--- config.mk ---
export PLATFORM = sky130hd
export DESIGN_NAME = icache_refill_ctrl
export DESIGN_NICKNAME = d
export VERILOG_FILES = /design/src/rtl/config_pkg.sv /design/src/rtl/icache_refill_ctrl.sv
export SDC_FILE = /design/constraint.sdc
export NUM_CORES = 1
export LEC_CHECK = 0
export ABC_CLOCK_PERIOD_IN_PS = 1900
export BUFFER_PORTS_ARGS = -buffer_cell sky130_fd_sc_hd__buf_2
export CELL_PAD_IN_SITES_DETAIL_PLACEMENT = 2
export CELL_PAD_IN_SITES_GLOBAL_PLACEMENT = 2
export CORE_ASPECT_RATIO = 1.5
export CORE_MARGIN = 2
export CORE_UTILIZATION = 27
export CTS_CLUSTER_SIZE = 8
export DETAILED_ROUTE_END_ITERATION = 8
export PLACE_DENSITY_LB_ADDON = 0.25
export SLEW_MARGIN = 20
export SYNTH_ARGS = -nofsm -noshare
export SYNTH_HDL_FRONTEND = slang
export SYNTH_SLANG_ARGS = --single-unit
--- constraint.sdc ---
create_clock -name clk_i -period 1.9 [get_ports clk_i]
set_input_delay 0.095 -clock clk_i [delete_from_list [all_inputs] [get_ports clk_i]]
set_output_delay 0.095 -clock clk_i [all_outputs]
set_load 0.02 [all_outputs]
--- src/rtl/config_pkg.sv ---
// Shared configuration for the icache refill path: default geometry, derived sizes
// and the refill controller state encoding.
package config_pkg;

    localparam int unsigned ICACHE_PLEN             = 32;
    localparam int unsigned ICACHE_LINE_WIDTH       = 256;
    localparam int unsigned ICACHE_SET_ASSOC_WIDTH  = 2;
    localparam int unsigned ICACHE_INDEX_WIDTH      = 6;
    localparam int unsigned ICACHE_BUS_WIDTH        = 64;

    localparam int unsigned ICACHE_REFILL_BEATS      = ICACHE_LINE_WIDTH / ICACHE_BUS_WIDTH;
    localparam int unsigned ICACHE_LINE_OFFSET_WIDTH = $clog2(ICACHE_LINE_WIDTH / 8);

    typedef enum logic [1:0] {
        StIdle,
        StReq,
        StData,
        StRefill
    } icache_refill_state_e;

endpackage

--- src/rtl/icache_refill_ctrl.sv ---
// Icache line refill sequencer: one miss at a time, line-aligned burst read,
// beat assembly into a flat line buffer, then hand-off of line/way/address.
module icache_refill_ctrl
    import config_pkg::*;
#(
    parameter int unsigned PLEN        = ICACHE_PLEN,
    parameter int unsigned LINE_WIDTH  = ICACHE_LINE_WIDTH,
    parameter int unsigned WAY_WIDTH   = ICACHE_SET_ASSOC_WIDTH,
    parameter int unsigned INDEX_WIDTH = ICACHE_INDEX_WIDTH,
    parameter int unsigned BUS_WIDTH   = ICACHE_BUS_WIDTH
) (
    input  logic                   clk_i,
    input  logic                   rst_ni,

    input  logic                   miss_req_valid_i,
    output logic                   miss_req_ready_o,
    input  logic [PLEN-1:0]        miss_req_paddr_i,
    input  logic [WAY_WIDTH-1:0]   miss_req_victim_way_i,
    input  logic [INDEX_WIDTH-1:0] miss_req_index_i,

    output logic                   refill_valid_o,
    input  logic                   refill_ready_i,
    output logic [PLEN-1:0]        refill_paddr_o,
    output logic [WAY_WIDTH-1:0]   refill_way_o,
    output logic [LINE_WIDTH-1:0]  refill_data_o,

    output logic                   mem_ar_valid_o,
    input  logic                   mem_ar_ready_i,
    output logic [PLEN-1:0]        mem_ar_addr_o,
    output logic [7:0]             mem_ar_len_o,

    input  logic                   mem_r_valid_i,
    output logic                   mem_r_ready_o,
    input  logic [BUS_WIDTH-1:0]   mem_r_data_i,
    input  logic                   mem_r_last_i,

    output logic                   protocol_err_o
);

    localparam int unsigned Beats  = LINE_WIDTH / BUS_WIDTH;
    localparam int unsigned CntW   = (Beats > 1) ? $clog2(Beats) : 1;
    localparam int unsigned Offset = $clog2(LINE_WIDTH / 8);

    icache_refill_state_e   state_q, state_d;
    logic [LINE_WIDTH-1:0]  line_q, line_d;
    logic [PLEN-1:0]        paddr_q, paddr_d;
    logic [WAY_WIDTH-1:0]   way_q, way_d;
    logic [INDEX_WIDTH-1:0] index_q, index_d;
    logic [CntW-1:0]        cnt_q, cnt_d;
    logic                   err_q, err_d;
    logic                   final_beat;

    // The index travels with the miss but has no return port in this slice.
    logic unused_index;
    assign unused_index = ^index_q;

    assign final_beat = (cnt_q == CntW'(Beats - 1));

    always_comb begin
        state_d = state_q;
        line_d  = line_q;
        paddr_d = paddr_q;
        way_d   = way_q;
        index_d = index_q;
        cnt_d   = cnt_q;
        err_d   = 1'b0;

        unique case (state_q)
            StIdle: begin
                if (miss_req_valid_i) begin
                    paddr_d              = miss_req_paddr_i;
                    paddr_d[Offset-1:0]  = '0;
                    way_d                = miss_req_victim_way_i;
                    index_d              = miss_req_index_i;
                    cnt_d                = '0;
                    state_d              = StReq;
                end
            end
            StReq: begin
                if (mem_ar_ready_i) begin
                    state_d = StData;
                end
            end
            StData: begin
                if (mem_r_valid_i) begin
                    line_d[cnt_q*BUS_WIDTH +: BUS_WIDTH] = mem_r_data_i;
                    cnt_d = cnt_q + 1'b1;
                    // r_last is only checked; the counter alone decides completion.
                    err_d = (mem_r_last_i != final_beat);
                    if (final_beat) begin
                        state_d = StRefill;
                    end
                end
            end
            StRefill: begin
                if (refill_ready_i) begin
                    state_d = StIdle;
                end
            end
            default: state_d = StIdle;
        endcase
    end

    always_ff @(posedge clk_i or negedge rst_ni) begin
        if (!rst_ni) begin
            state_q <= StIdle;
            line_q  <= '0;
            paddr_q <= '0;
            way_q   <= '0;
            index_q <= '0;
            cnt_q   <= '0;
            err_q   <= 1'b0;
        end else begin
            state_q <= state_d;
            line_q  <= line_d;
            paddr_q <= paddr_d;
            way_q   <= way_d;
            index_q <= index_d;
            cnt_q   <= cnt_d;
            err_q   <= err_d;
        end
    end

    always_comb begin
        miss_req_ready_o = (state_q == StIdle);
        mem_ar_valid_o   = (state_q == StReq);
        mem_r_ready_o    = (state_q == StData);
        refill_valid_o   = (state_q == StRefill);
        mem_ar_addr_o    = mem_ar_valid_o ? paddr_q : '0;
        mem_ar_len_o     = mem_ar_valid_o ? 8'(Beats - 1) : 8'd0;
        refill_paddr_o   = refill_valid_o ? paddr_q : '0;
        refill_way_o     = refill_valid_o ? way_q : '0;
        refill_data_o    = refill_valid_o ? line_q : '0;
        protocol_err_o   = err_q;
    end

endmodule
==> results of run 1 <==
-- sequential cells by signal, summed over array words and instances (netlist names) --
signal	cells
line_q	256
paddr_q	27
cnt_q	2
state_q	2
way_q	2
protocol_err_o	1
-- report_power, final --
part | switching, mW | internal, mW | leakage [nW] | total, mW
logic | 5.44 | 5.49 | 5.72 | 10.9
registers | 0.816 | 7.32 | 3.94 | 8.13
clock network | 2.76 | 4.13 | 0.556 | 6.89
total | 9.02 | 16.9 | 10.2 | 26.0
-- metrics by stage --
step | setup slack (ps) | hold WS, ps | TNS (ps) | total power, mW
2_1_floorplan | 8.33 | -201 | 0 | 11.9
6_report | -218 | 45.3 | -50710 | 26.0
3_3_place_gp | -31.2 | 33.6 | -895 | 14.4
4_1_cts | -218 | 53.2 | -47990 | 25.0
5_1_grt | -286 | 75.2 | -84160 | 27.1
3_5_place_dp | -163 | 29.5 | -9970 | 14.7
-- worst max-delay path, cell delays in order (launching register included) --
cell                        delay (ps)
sky130_fd_sc_hd__dfrtp_1           390
sky130_fd_sc_hd__buf_6             130
sky130_fd_sc_hd__ha_4              170
sky130_fd_sc_hd__buf_16            150
sky130_fd_sc_hd__buf_16            170
sky130_fd_sc_hd__clkbuf_16         180
sky130_fd_sc_hd__and2_1            140
sky130_fd_sc_hd__buf_2             160
-- worst max-delay path by stage --
| stage | start | endpoint | cells after the start |
|---|---|---|---|
| after floorplan | cnt_q[0]$_DFFE_PN0P_ | line_q[132]$_DFFE_PN0P_ | 6 |
| after CTS | state_q[0]$_DFFE_PN0P_ | refill_data_o[164] | 7 |
| final | state_q[0]$_DFFE_PN0P_ | refill_paddr_o[29] | 7 |
| after global placement | cnt_q[1]$_DFFE_PN0P_ | line_q[31]$_DFFE_PN0P_ | 7 |
| after global routing | state_q[0]$_DFFE_PN0P_ | refill_paddr_o[19] | 7 |
| after detailed placement | cnt_q[1]$_DFFE_PN0P_ | line_q[33]$_DFFE_PN0P_ | 7 |
-- final cells by class --
class                   count  area share, %
flip-flops and latches    290           34.2
clock inverters             2          0.183
diodes                      4         0.0472
repair buffers            622           28.4
multi-input cells         908           28.1
clock buffers              44           5.14
inverters                   4         0.0826
well taps                 656           3.87
-- kinds of logic after synthesis --
kind of cell	synth area share [%]
xor+xnor	0.0660
mux	2.55
simple gates	23.0
compound gates	13.7
other cells	0.0283
flops	54.7
fa+ha+maj	1.04
buf+inv	4.85
-- routing by layer --
| metal | track usage (%) | up-vias |
|---|---|---|
| li1 | - | 5407 |
| met1 | 24.9 | 6277 |
| met2 | 43.1 | 380 |
| met3 | 3.60 | 128 |
| met4 | 8.65 | 0 |
| met5 | 0 | - |
-- cells in the final DEF (no fill, tap or decap), types with 6 or more instances in the layout --
master / n
sky130_fd_sc_hd__o21ai_0: 123
sky130_fd_sc_hd__a22o_1: 130
sky130_fd_sc_hd__buf_2: 222
sky130_fd_sc_hd__buf_8: 6
sky130_fd_sc_hd__dfrtp_1: 289
sky130_fd_sc_hd__ha_1: 6
sky130_fd_sc_hd__buf_6: 180
sky130_fd_sc_hd__buf_12: 29
sky130_fd_sc_hd__and2_4: 152
sky130_fd_sc_hd__nand2_1: 259
sky130_fd_sc_hd__dlygate4sd3_1: 96
sky130_fd_sc_hd__mux2_2: 30
sky130_fd_sc_hd__buf_4: 59
sky130_fd_sc_hd__buf_16: 21
sky130_fd_sc_hd__o21ai_1: 6
sky130_fd_sc_hd__and2_1: 160
sky130_fd_sc_hd__conb_1: 16
sky130_fd_sc_hd__clkbuf_16: 51
-- what timing repair did --
item,CTS,global route
hold endpoints to repair,576,0
buffers inserted,20,17
gates cloned,19,9
endpoints found under the setup margin,541,486
pin swaps,1,10
hold buffers,96,0
resized for setup,398,210
==> summary by stage, run 1 <==
Worst setup path
The worst register-to-register path ends at line_q[189]$_DFFE_PN0P_. The largest driver fanout on the critical path is 10. Measured in cells, the most critical reg-to-reg path has a length of 11. For the worst setup path, the data required time is 1800 ps. The worst setup path is of the reg2out kind. The minimum setup slack among reg-to-reg paths is -110 ps. The worst setup path is launched from a flop. The startpoint identified for the worst register-to-register timing path is state_q[0]$_DFFE_PN0P_.

The category of the worst setup path capture point is an output pin. Data arrives at the worst endpoint at 2020 ps.

Synthesis
In the synthesized netlist, the number of instances is about 1300. The total standard cell area after synthesis is 13300 sq um. The share of async-settable or async-resettable flops after synthesis is between 90% and 100%. The commonest register cell after synthesis is sky130_fd_sc_hd__dfrtp_1. In this run, synthesis produced a sequential element count of 290. By count the netlist is led by 312 x sky130_fd_sc_hd__and2_1, 290 x sky130_fd_sc_hd__dfrtp_1, 259 x sky130_fd_sc_hd__nand2_1. The count of different cell masters after synthesis is 27. A synthesized cell averages 10.1 sq um. The sequential element share of the synthesized area is 54.7%.

In the post-synthesis netlist, the cell with the most instances is sky130_fd_sc_hd__and2_1. By area the synthesized netlist is led by sky130_fd_sc_hd__dfrtp_1 55%, sky130_fd_sc_hd__and2_1 15%, sky130_fd_sc_hd__a22o_1 8.6%. The Yosys step of the flow raised 0 warnings. After synthesis, the largest area contributor takes up 54.7% of total cell area. The number of synthesized flops with an enable pin is 0. The largest total area in the synthesized netlist belongs to sky130_fd_sc_hd__dfrtp_1.

GRT
The global-route wire length before repair is 87200 um. The initial antenna violation count is 4. The maximum number of pins on one net before global-route repair is 71. The via count of the first global-routing pass came to 13680. Across every metal layer, demand over resource in global routing totals 22.6%.

The total grt overflow is 0.

Floorplan
The die is 275 um tall. The count of boundary I/O pins is 446. From left edge to right edge, the die measures between 150 and 200 um. Row generation in the floorplan step produced 99 rows. The initial cell density of the core is 27.3%.

The floorplan step defined a die boundary enclosing 51000 sq um. The core area is 48600 sq um.

Route
Dividing the detail-routed wire length by the instance count gives 24.5 um. The topmost layer with routed signal wires is met4. The amount of wire on met3 after detailed routing is 2530 um. The final layout contains routed wiring with a total length of 62000 um. The routed metal-1 wire length is 22400 um.

In this run the remaining antenna-violating nets after routing total 0. The pre-antenna-repair detailed-routing pass consisted of 4 iterations. The number of design rule violations left after detail routing is 0. The met2 layer wire length in the routed design is between 30000 and 40000 um.

The first routing iteration left 428 violations. The detailed-route via count is 12192. Dividing the detail-routed via count by the number of cells gives 4.82.

Placed design
The number of cells after detailed placement is 2324. Routability-driven placement finished with a final weighted congestion of 0.760. The count of buffers from port buffering is 418. Once detailed placement completed, the half-perimeter wirelength came to 34600 um. The placed cell area is 16300 sq um.

Timing
Setup repair after global routing could not meet its margin everywhere. The max-slew violation count is 0. The worst path in the final design needs a cycle of 2120 ps, including I/O delays and setup.

The highest clock frequency the design can meet is 0.472 GHz. The portion of the clock cycle consumed by the worst path in the final layout is 111%. Setup slack on the critical path of the routed design comes to -218 ps.

Setup violations remaining at the end of the flow were counted as 413. The final-report hold violation count is 0. The post-route clock skew is roughly 15 ps.

Clocking
Buffers inserted during clock tree synthesis total 42. The number of levels in the clock H-tree is 2. The tree is rooted in a sky130_fd_sc_hd__clkbuf_16. The clock sink count is 290. Clock-pin slew was measured on the worst setup and hold paths at approximately 50 ps. The number of buffers on the longest clock path is 3. The CTS tree is yes. Clock latency on the worst-skew pair, taken at its later pin, is 540 ps.

Power and ir drop
Across the VDD grid, the largest voltage drop is 0.586 mV. The standby leakage power is 10.2 nW. The total power per unit cell area is approximately 1200 nW/um^2.

Worst hold path
The tightest min-delay check is of the in2async type.

Finish
The count of placed standard cells in the final layout, fillers left out is 2530. The filler cell count is 5029. The register cell area after layout is 7260 sq um. The final layout contains about 2000 nets.

Once layout is complete, the utilization of the core stands at 43.7%. The area overhead of the layout relative to synthesis is 59.9%. The post-layout instance area is 21200 sq um. The area used by multi-input combinational logic is slightly below 6000 sq um. The share of cells above drive strength 1 is 41.4%.

Status
The run finished, with violations left. The final reports fail on negative setup slack.

Job
The tool flagged a number of max-cap violations equal to 0.
Note: power is estimated with default switching activity, not from simulation.
==> inputs of run 2 (changes only) <==
--- a/config.mk
+++ b/config.mk
@@ -5,13 +5,14 @@
 export SDC_FILE = /design/constraint.sdc
 export NUM_CORES = 1
 export LEC_CHECK = 0
+export ABC_AREA = 1
 export ABC_CLOCK_PERIOD_IN_PS = 1900
 export BUFFER_PORTS_ARGS = -buffer_cell sky130_fd_sc_hd__buf_2
 export CELL_PAD_IN_SITES_DETAIL_PLACEMENT = 2
 export CELL_PAD_IN_SITES_GLOBAL_PLACEMENT = 2
-export CORE_ASPECT_RATIO = 1.5
+export CORE_ASPECT_RATIO = 2
 export CORE_MARGIN = 2
-export CORE_UTILIZATION = 27
+export CORE_UTILIZATION = 25
 export CTS_CLUSTER_SIZE = 8
 export DETAILED_ROUTE_END_ITERATION = 8
 export PLACE_DENSITY_LB_ADDON = 0.25
==> summary by stage, run 2 <==
Finish
The most common cell after layout, fill and taps aside is sky130_fd_sc_hd__nand2_1. The area used by multi-input combinational logic is 5890 sq um (-1.1%). The share of the core filled with cells in the final layout was 39.3% (-4.4 points). In the final layout, the registers with the most flip-flops are line_q: 256 flops, paddr_q: 27 flops. The number of nets in the final layout is 2601 (+31%). The share of cells above drive strength 1 is 34.4% (-7.0 points). Counting flops per register, the top entry is line_q. The register cell area after layout is 7260 sq um (unchanged).

The area growth from synthesis to layout is 56.5%. The filler cell count is 6396 (+27%). In the layout the commonest cells are 695 x sky130_fd_sc_hd__nand2_1, 289 x sky130_fd_sc_hd__dfrtp_1, 233 x sky130_fd_sc_hd__buf_2, 208 x sky130_fd_sc_hd__inv_1, 147 x sky130_fd_sc_hd__buf_6. The flip-flop count of the largest register after layout came to 256 (unchanged).

Synthesis
The register bit total from synthesis is 290 (unchanged). By area the synthesized netlist is led by sky130_fd_sc_hd__dfrtp_1 51%, sky130_fd_sc_hd__nand2_1 21%, sky130_fd_sc_hd__inv_1 8.5%. The number of synthesized flops with an enable pin is 0 (unchanged).

The commonest register cell after synthesis is sky130_fd_sc_hd__dfrtp_1. Counting instances in the post-synthesis netlist gives the leading cell types as 814 x sky130_fd_sc_hd__nand2_1, 326 x sky130_fd_sc_hd__inv_1, 290 x sky130_fd_sc_hd__dfrtp_1. The yosys synthesis warning count is 0 (unchanged).

The synthesized netlist cell count is 1935 (+47%). The total standard cell area after synthesis was 14300 sq um (+7.9%). The count of different cell masters after synthesis is 25 (-7.4%). The cell type with the highest aggregate area in the netlist is sky130_fd_sc_hd__dfrtp_1. The share of the synthesized area in the top cell type is 50.7% (-4.0 points).

The post-synthesis average cell area is 7.40 sq um (-27%). The sequential element share of the synthesized area is 50.7% (-4.0 points). The most frequent cell after synthesis is sky130_fd_sc_hd__nand2_1. The share of async-settable or async-resettable flops after synthesis was 100% (unchanged).

Floorplan
The count of boundary I/O pins is 446 (unchanged). The core area is 56900 sq um (+17%). The x dimension of the die is 173 um (-6.4%).

The initial cell density of the core is 25.1% (-2.2 points). The area of the die is 59300 sq um (+16%). The number of placement rows is 124 (+25%). The overall die height is 342 um (+24%).

Power and ir drop
The worst-case vdd ir drop is 0.759 mV (+30%). The standby leakage power is 13.9 nW (+36%). The total power per unit cell area was 1220 nW/um^2 (-0.49%).

Clocking
The number of levels in the clock H-tree is 2 (unchanged). The post-CTS clock slew at the launch and capture registers of the worst setup and hold paths is 50 ps (about the same). The number of buffers on the longest clock path came to 3 (unchanged). The CTS tree is yes. The clock buffer count from CTS was 42 (unchanged). The clock sink count is 290 (unchanged). The cell at the root of the clock tree is sky130_fd_sc_hd__clkbuf_16. The clock latency on the worst-skew pair is 550 ps (about the same).

Timing
The portion of the clock cycle consumed by the worst path in the final layout came to 110% (-1.6 points). The shortest period the worst path allows is 2090 ps (-31.3 ps). The max-slew violation count was 0 (unchanged). The final-report hold violation count came to 0 (unchanged).

Measured against its own limit, the worst slew margin works out to ~65%. The final count of negative-setup-slack endpoints is 312 (-24%). The worst hold slack after final layout came to 78.7 ps (+33.3 ps). The post-route clock skew was 12.4 ps (-2.59 ps).

The highest clock frequency the design can meet was 0.479 GHz (+1.5%). Setup repair after global routing could not meet its margin everywhere. The final setup slack of the worst path is -187 ps (+31.3 ps). The worst-margin pin slew is 531 ps.

Route
The number of design rule violations left after detail routing is 0 (unchanged). The final routed wire length divided by cell count is 22.4 um (-8.7%). The number of optimization iterations in the first detailed-route pass is 4 (unchanged). The per-cell via count in the routed design is 4.59 (-4.8%). The count of nets left with antenna violations after detail routing is 0 (unchanged). The detailed-route via count is 14859 (+22%). The wire length after detailed routing was 72500 um (+17%).

The DRC violation total after the first TritonRoute iteration is 472 (+10%).

GRT
The global-route total usage across every layer came to 23.1% (+0.46 points). The global-route wire length before repair was 105000 um (+20%). The total grt overflow is 0 (unchanged).

The maximum number of pins on one net before global-route repair is 51 (-28%). The via count of the first global-routing pass is 17009 (+24%). The initial antenna violation count came to 3 (-1).

Worst setup path
The largest driver fanout on the critical path is 6 (-4). The most common cell type on the critical path is sky130_fd_sc_hd__buf_12. The critical path's largest stage delay is 390 ps (about the same). STA classifies the critical path endpoint as an output pin.

The critical path is of the reg2out type. Walking the worst path, the cells encountered are buf_6 > ha_4 > buf_12 > buf_12 > clkbuf_16 > nand2_1 > inv_1 > buf_2. The data required time of the worst path was 1800 ps (about the same). The arrival time at the worst endpoint is 1990 ps (-30 ps). For this design, the slowest cell found on the critical path is sky130_fd_sc_hd__dfrtp_1. The startpoint kind of the worst setup timing path is a flop. The minimum setup slack among reg-to-reg paths is -130 ps (-20 ps).

Job
The total of max-cap violations is 0 (unchanged).

Status
The flow ran to the end, but the final reports show violations. The final reports fail on negative setup slack.

Worst hold path
The class of the most critical hold timing path is in2reg.

Placed design
The placed wire-length estimate is 45100 um (+30%). The count of buffers from port buffering is 418 (unchanged). The weighted congestion at the end of routability-driven global placement is 0.812 (+6.8%).
-- run 2: cells by family after synthesis --
logic type / after synthesis / synth area share, %
AOI/OAI and AO/OA: 178 / 6.24
adders and majority gates: 11 / 0.962
buffers and inverters: 467 / 13.5
DFF: 290 / 50.7
muxes: 29 / 2.28
other: 1 / 0.0262
and+or+nand+nor: 959 / 26.3
-- run 2: final timing paths --
path / startpoint / end / cells past startpoint
setup reg to reg: cnt_q[0]$_DFFE_PN0P_ / line_q[156]$_DFFE_PN0P_ / 7
min in group asynchronous: rst_ni / line_q[153]$_DFFE_PN0P_ / 2
max in group asynchronous: rst_ni / line_q[83]$_DFFE_PN0P_ / 3
hold reg to reg: line_q[72]$_DFFE_PN0P_ / line_q[72]$_DFFE_PN0P_ / 2
hold / removal: mem_ar_ready_i / state_q[1]$_DFFE_PN0P_ / 6
setup / recovery: state_q[0]$_DFFE_PN0P_ / refill_paddr_o[23] / 8
-- run 2: routing by layer --
metal / vias to the layer above / track usage, % / part of all wire, %
li1: 6772 / - / -
met1: 7448 / 24.7 / 37
met2: 493 / 45.1 / 55
met3: 142 / 3.53 / 4.4
met4: 4 / 8.55 / 4.3
met5: - / 0 / 0.037
-- run 2: repair_timing --
item / 4_1_cts / 5_1_grt
hold endpoints to repair: 556 / 0
cloned: 19 / 6
hold buffers: 97 / 0
buffers inserted: 14 / 4
endpoints found under the setup margin: 298 / 371
gates resized for setup: 448 / 257
-- run 2: area by class of cell --
| class | count | share of cell area, % |
|---|---|---|
| Inverter | 333 | 5.78 |
| Tap cell | 756 | 4.22 |
| Antenna cell | 1 | 0.0112 |
| Clock buffer | 46 | 5.05 |
| Sequential cell | 290 | 32.4 |
| Clock inverter | 1 | 0.0391 |
| Timing Repair Buffer | 619 | 26.2 |
| Multi-Input combinational cell | 1193 | 26.3 |
-- run 2: power by group --
| part | leakage, nW | internal (mW) | switching (mW) |
|---|---|---|---|
| clock | 0.560 | 4.13 | 2.81 |
| sequential | 3.94 | 7.29 | 0.933 |
| combinational | 9.38 | 4.55 | 7.55 |
-- run 2: through the flow --
stage	power, mW	instance area [sq um]	setup TNS [ps]	worst slack, ps	cells
after floorplan	13.2	14400	0	7.31	1950
after global placement	16.6	17600	0	139	3055
after detailed placement	17.0	17600	0	42.9	3055
after CTS	26.6	21600	-47630	-208	3232
after global routing	28.7	22400	-59990	-265	3239
final	27.3	22400	-29980	-187	3239
-- run 2: critical path, delay by kind of cell (launching register included) --
family	cells	cell delay [ps]
buffers and inverters	6	780
and+or+nand+nor	1	80
DFF	1	390
adders and majority gates	1	180
==> inputs of run 3 (changes only) <==
--- a/config.mk
+++ b/config.mk
@@ -10,7 +10,7 @@
 export BUFFER_PORTS_ARGS = -buffer_cell sky130_fd_sc_hd__buf_2
 export CELL_PAD_IN_SITES_DETAIL_PLACEMENT = 2
 export CELL_PAD_IN_SITES_GLOBAL_PLACEMENT = 2
-export CORE_ASPECT_RATIO = 2
+export CORE_ASPECT_RATIO = 0.75
 export CORE_MARGIN = 2
 export CORE_UTILIZATION = 25
 export CTS_CLUSTER_SIZE = 8
==> summary by stage, run 3 (synthesis results as in run 2) <==
Power and ir drop
The combinational group share of total power is 42.1% (-2.3 points). The share of total power in the clock network is 26.5% (+1.0 points). The standby leakage power was 12.9 nW (-7.0%).

The switching portion of total power is 41.0% (-0.39 points). The total power per unit cell area is 1210 nW/um^2 (-0.56%). The internal power of the cells is 15.1 mW (-5.7%).

The sequential cell fraction of total power came to 31.3% (+1.2 points). The worst-case vdd ir drop is 0.921 mV (+21%). The total power is 25.5 mW (-6.3%). The switching power summed over all nets is 10.5 mW (-7.2%).

Clocking
The post-CTS clock slew at the launch and capture registers of the worst setup and hold paths is 50 ps (about the same). The clock sink count is 290 (unchanged). Clock tree synthesis selected as its root buffer the cell sky130_fd_sc_hd__clkbuf_16.

The number of buffers on the longest clock path was 3 (unchanged). The number of levels in the clock H-tree was 2 (unchanged). The clock buffer count from CTS is 42 (unchanged).

TritonCTS built the clock tree. The clock latency on the worst-skew pair is 570 ps (+20 ps).

Worst setup path
The endpoint identified for the worst register-to-register timing path is line_q[158]$_DFFE_PN0P_. The depth of the worst register-to-register path came to 7 (unchanged). The largest driver fanout on the critical path is 8 (+2). The data required time of the worst path is 1800 ps (about the same). The startpoint identified for the worst register-to-register timing path is cnt_q[0]$_DFFE_PN0P_. The worst setup path is of the reg2out kind. STA classifies the critical path startpoint as a flop. The arrival time at the worst endpoint is 1960 ps (-30 ps).

The minimum setup slack among reg-to-reg paths was -10 ps (+120 ps). The worst setup path is captured at an output pin. The startpoint of the most critical setup path is state_q[0]$_DFFE_PN0P_.

Timing
The shortest period the worst path allows is 2060 ps (-30.2 ps). The final-report hold violation count came to 0 (unchanged). The final setup slack of the worst path is -157 ps (+30.2 ps). Setup repair after global routing could not meet its margin everywhere.

The highest clock frequency the design can meet is 0.486 GHz (+1.5%). The worst hold slack after final layout came to 55.6 ps (-23.1 ps). The portion of the clock cycle consumed by the worst path in the final layout is 108% (-1.6 points). The post-route clock skew is 32.1 ps (+19.7 ps). The final count of negative-setup-slack endpoints is 314 (+0.64%). The max-slew violation count is 0 (unchanged). The setup TNS is -27630 ps (+2340 ps).

Floorplan
The number of placement rows is 75 (-40%). The x dimension of the die is 280 um (+62%). The overall die height is 211 um (-38%). The initial cell density of the core is 25.5% (+0.33 points). The core area is 56200 sq um (-1.3%). The count of boundary I/O pins was 446 (unchanged).

The area of the die is 59200 sq um (-0.16%).

Placed design
The placed wire-length estimate is 42300 um (-6.2%). The weighted congestion at the end of routability-driven global placement came to 0.756 (-6.9%). The count of buffers from port buffering is 418 (unchanged). The number of cells after detailed placement is 3024 (-1.0%).

GRT
The maximum number of pins on one net before global-route repair is 51 (unchanged). The global-route total usage across every layer is 22.2% (-0.90 points). The total grt overflow came to 0 (unchanged). The initial antenna violation count was 4 (+1). The via count of the first global-routing pass is 16707 (-1.8%).

The global-route wire length before repair is 101000 um (-3.9%).

Route
The detailed-route via count is 14643 (-1.5%). The number of design rule violations left after detail routing came to 0 (unchanged). The count of nets left with antenna violations after detail routing is 0 (unchanged). The final routed wire length divided by cell count is 21.0 um (-6.1%). The wire length after detailed routing is 67100 um (-7.4%).

The DRC violation total after the first TritonRoute iteration is 635 (+35%). The number of optimization iterations in the first detailed-route pass is 5 (+1). The per-cell via count in the routed design is 4.58 (about the same).

Finish
The library cells used most frequently in the layout, excluding fill and tap cells, are 778 x sky130_fd_sc_hd__nand2_1, 288 x sky130_fd_sc_hd__dfrtp_1, 252 x sky130_fd_sc_hd__buf_2, 243 x sky130_fd_sc_hd__inv_1, 139 x sky130_fd_sc_hd__o21ai_0. The count of placed standard cells in the final layout, fillers left out came to 3194 (-1.4%). The library cell used most frequently in the layout, excluding fill and tap cells, is sky130_fd_sc_hd__nand2_1. The register with the most flip-flops in the final layout is line_q. The share of cells above drive strength 1 came to 29.1% (-5.3 points). The flip-flop count of the largest register after layout came to 256 (unchanged). The area overhead of the layout relative to synthesis is 47.4%.

The largest registers in the layout are line_q: 256 flops, paddr_q: 27 flops. The filler cell count came to 6343 (-0.83%). The number of nets in the final layout came to 2579 (-0.85%). The share of the core filled with cells in the final layout is 37.5% (-1.8 points).

Status
The checks that failed: negative setup slack. The flow ran to the end, but the final reports show violations.

Worst hold path
In this run the most critical hold path is launched from miss_req_valid_i. The worst hold path cell count came to 5 (-1). The worst hold path terminates at cnt_q[0]$_DFFE_PN0P_. The class of the most critical hold timing path is in2reg.

Job
The total of max-cap violations is 0 (unchanged).
run 3: per-stage QoR:
| stage | setup slack, ps | cell area [sq um] |
|---|---|---|
| finish | -157 | 21100 |
| global route | -240 | 21100 |
| CTS | -209 | 20400 |
| detailed placement | 50.4 | 17600 |
| global placement | 169 | 17600 |
| floorplan | 7.31 | 14400 |
run 3: how the worst max path moves through the flow:
stage,endpoint,slack (ps)
6_report,refill_data_o[22],-160
5_1_grt,refill_data_o[8],-240
2_1_floorplan,line_q[229]$_DFFE_PN0P_,7
3_5_place_dp,line_q[158]$_DFFE_PN0P_,50
3_3_place_gp,line_q[155]$_DFFE_PN0P_,170
4_1_cts,refill_data_o[103],-210
run 3: timing repair:
| action | 4_1_cts | 5_1_grt |
|---|---|---|
| gates resized for setup | 216 | 204 |
| setup buffers | 9 | 0 |
| pin swaps | 1 | 0 |
| hold buffers | 98 | 0 |
| setup endpoints to repair | 317 | 347 |
| gates cloned | 6 | 7 |
| hold endpoints to repair | 577 | 0 |
run 3: metal layers:
layer | vias up | wire, um | track usage (%)
li1 | 6731 | - | -
met1 | 7503 | 29900 | 28.5
met2 | 314 | 33000 | 38.3
met3 | 95 | 2540 | 3.82
met4 | 0 | 1650 | 6.47
met5 | - | 0 | 0
run 3: critical path: stages (launching register included):
cell and delay (ps):
sky130_fd_sc_hd__dfrtp_1 360, sky130_fd_sc_hd__buf_6 110, sky130_fd_sc_hd__ha_4 220, sky130_fd_sc_hd__buf_12 200
sky130_fd_sc_hd__buf_6 160, sky130_fd_sc_hd__nand2_1 100, sky130_fd_sc_hd__inv_1 90, sky130_fd_sc_hd__buf_4 150
run 3: power groups by stage:
stage	combinational [mW]	clock [mW]	sequential (mW)
after global placement	8.78	0	7.94
after detailed placement	9.00	0	8.02
after floorplan	5.43	0	7.82
after CTS	10.1	6.98	7.94
after global routing	11.6	7.25	8.15
final	10.8	6.78	8.00
run 3: layout make-up:
class | instances | area (sq um) | share of cell area [%]
timing repair buffer | 597 | 5180 | 24.6
antenna | 3 | 7.51 | 0.0356
tap | 731 | 915 | 4.34
inverter | 333 | 1260 | 5.97
clock buffer | 43 | 1050 | 5.00
multi-input combinational | 1193 | 5380 | 25.5
sequential | 290 | 7260 | 34.4
clock inverter | 4 | 42.5 | 0.202
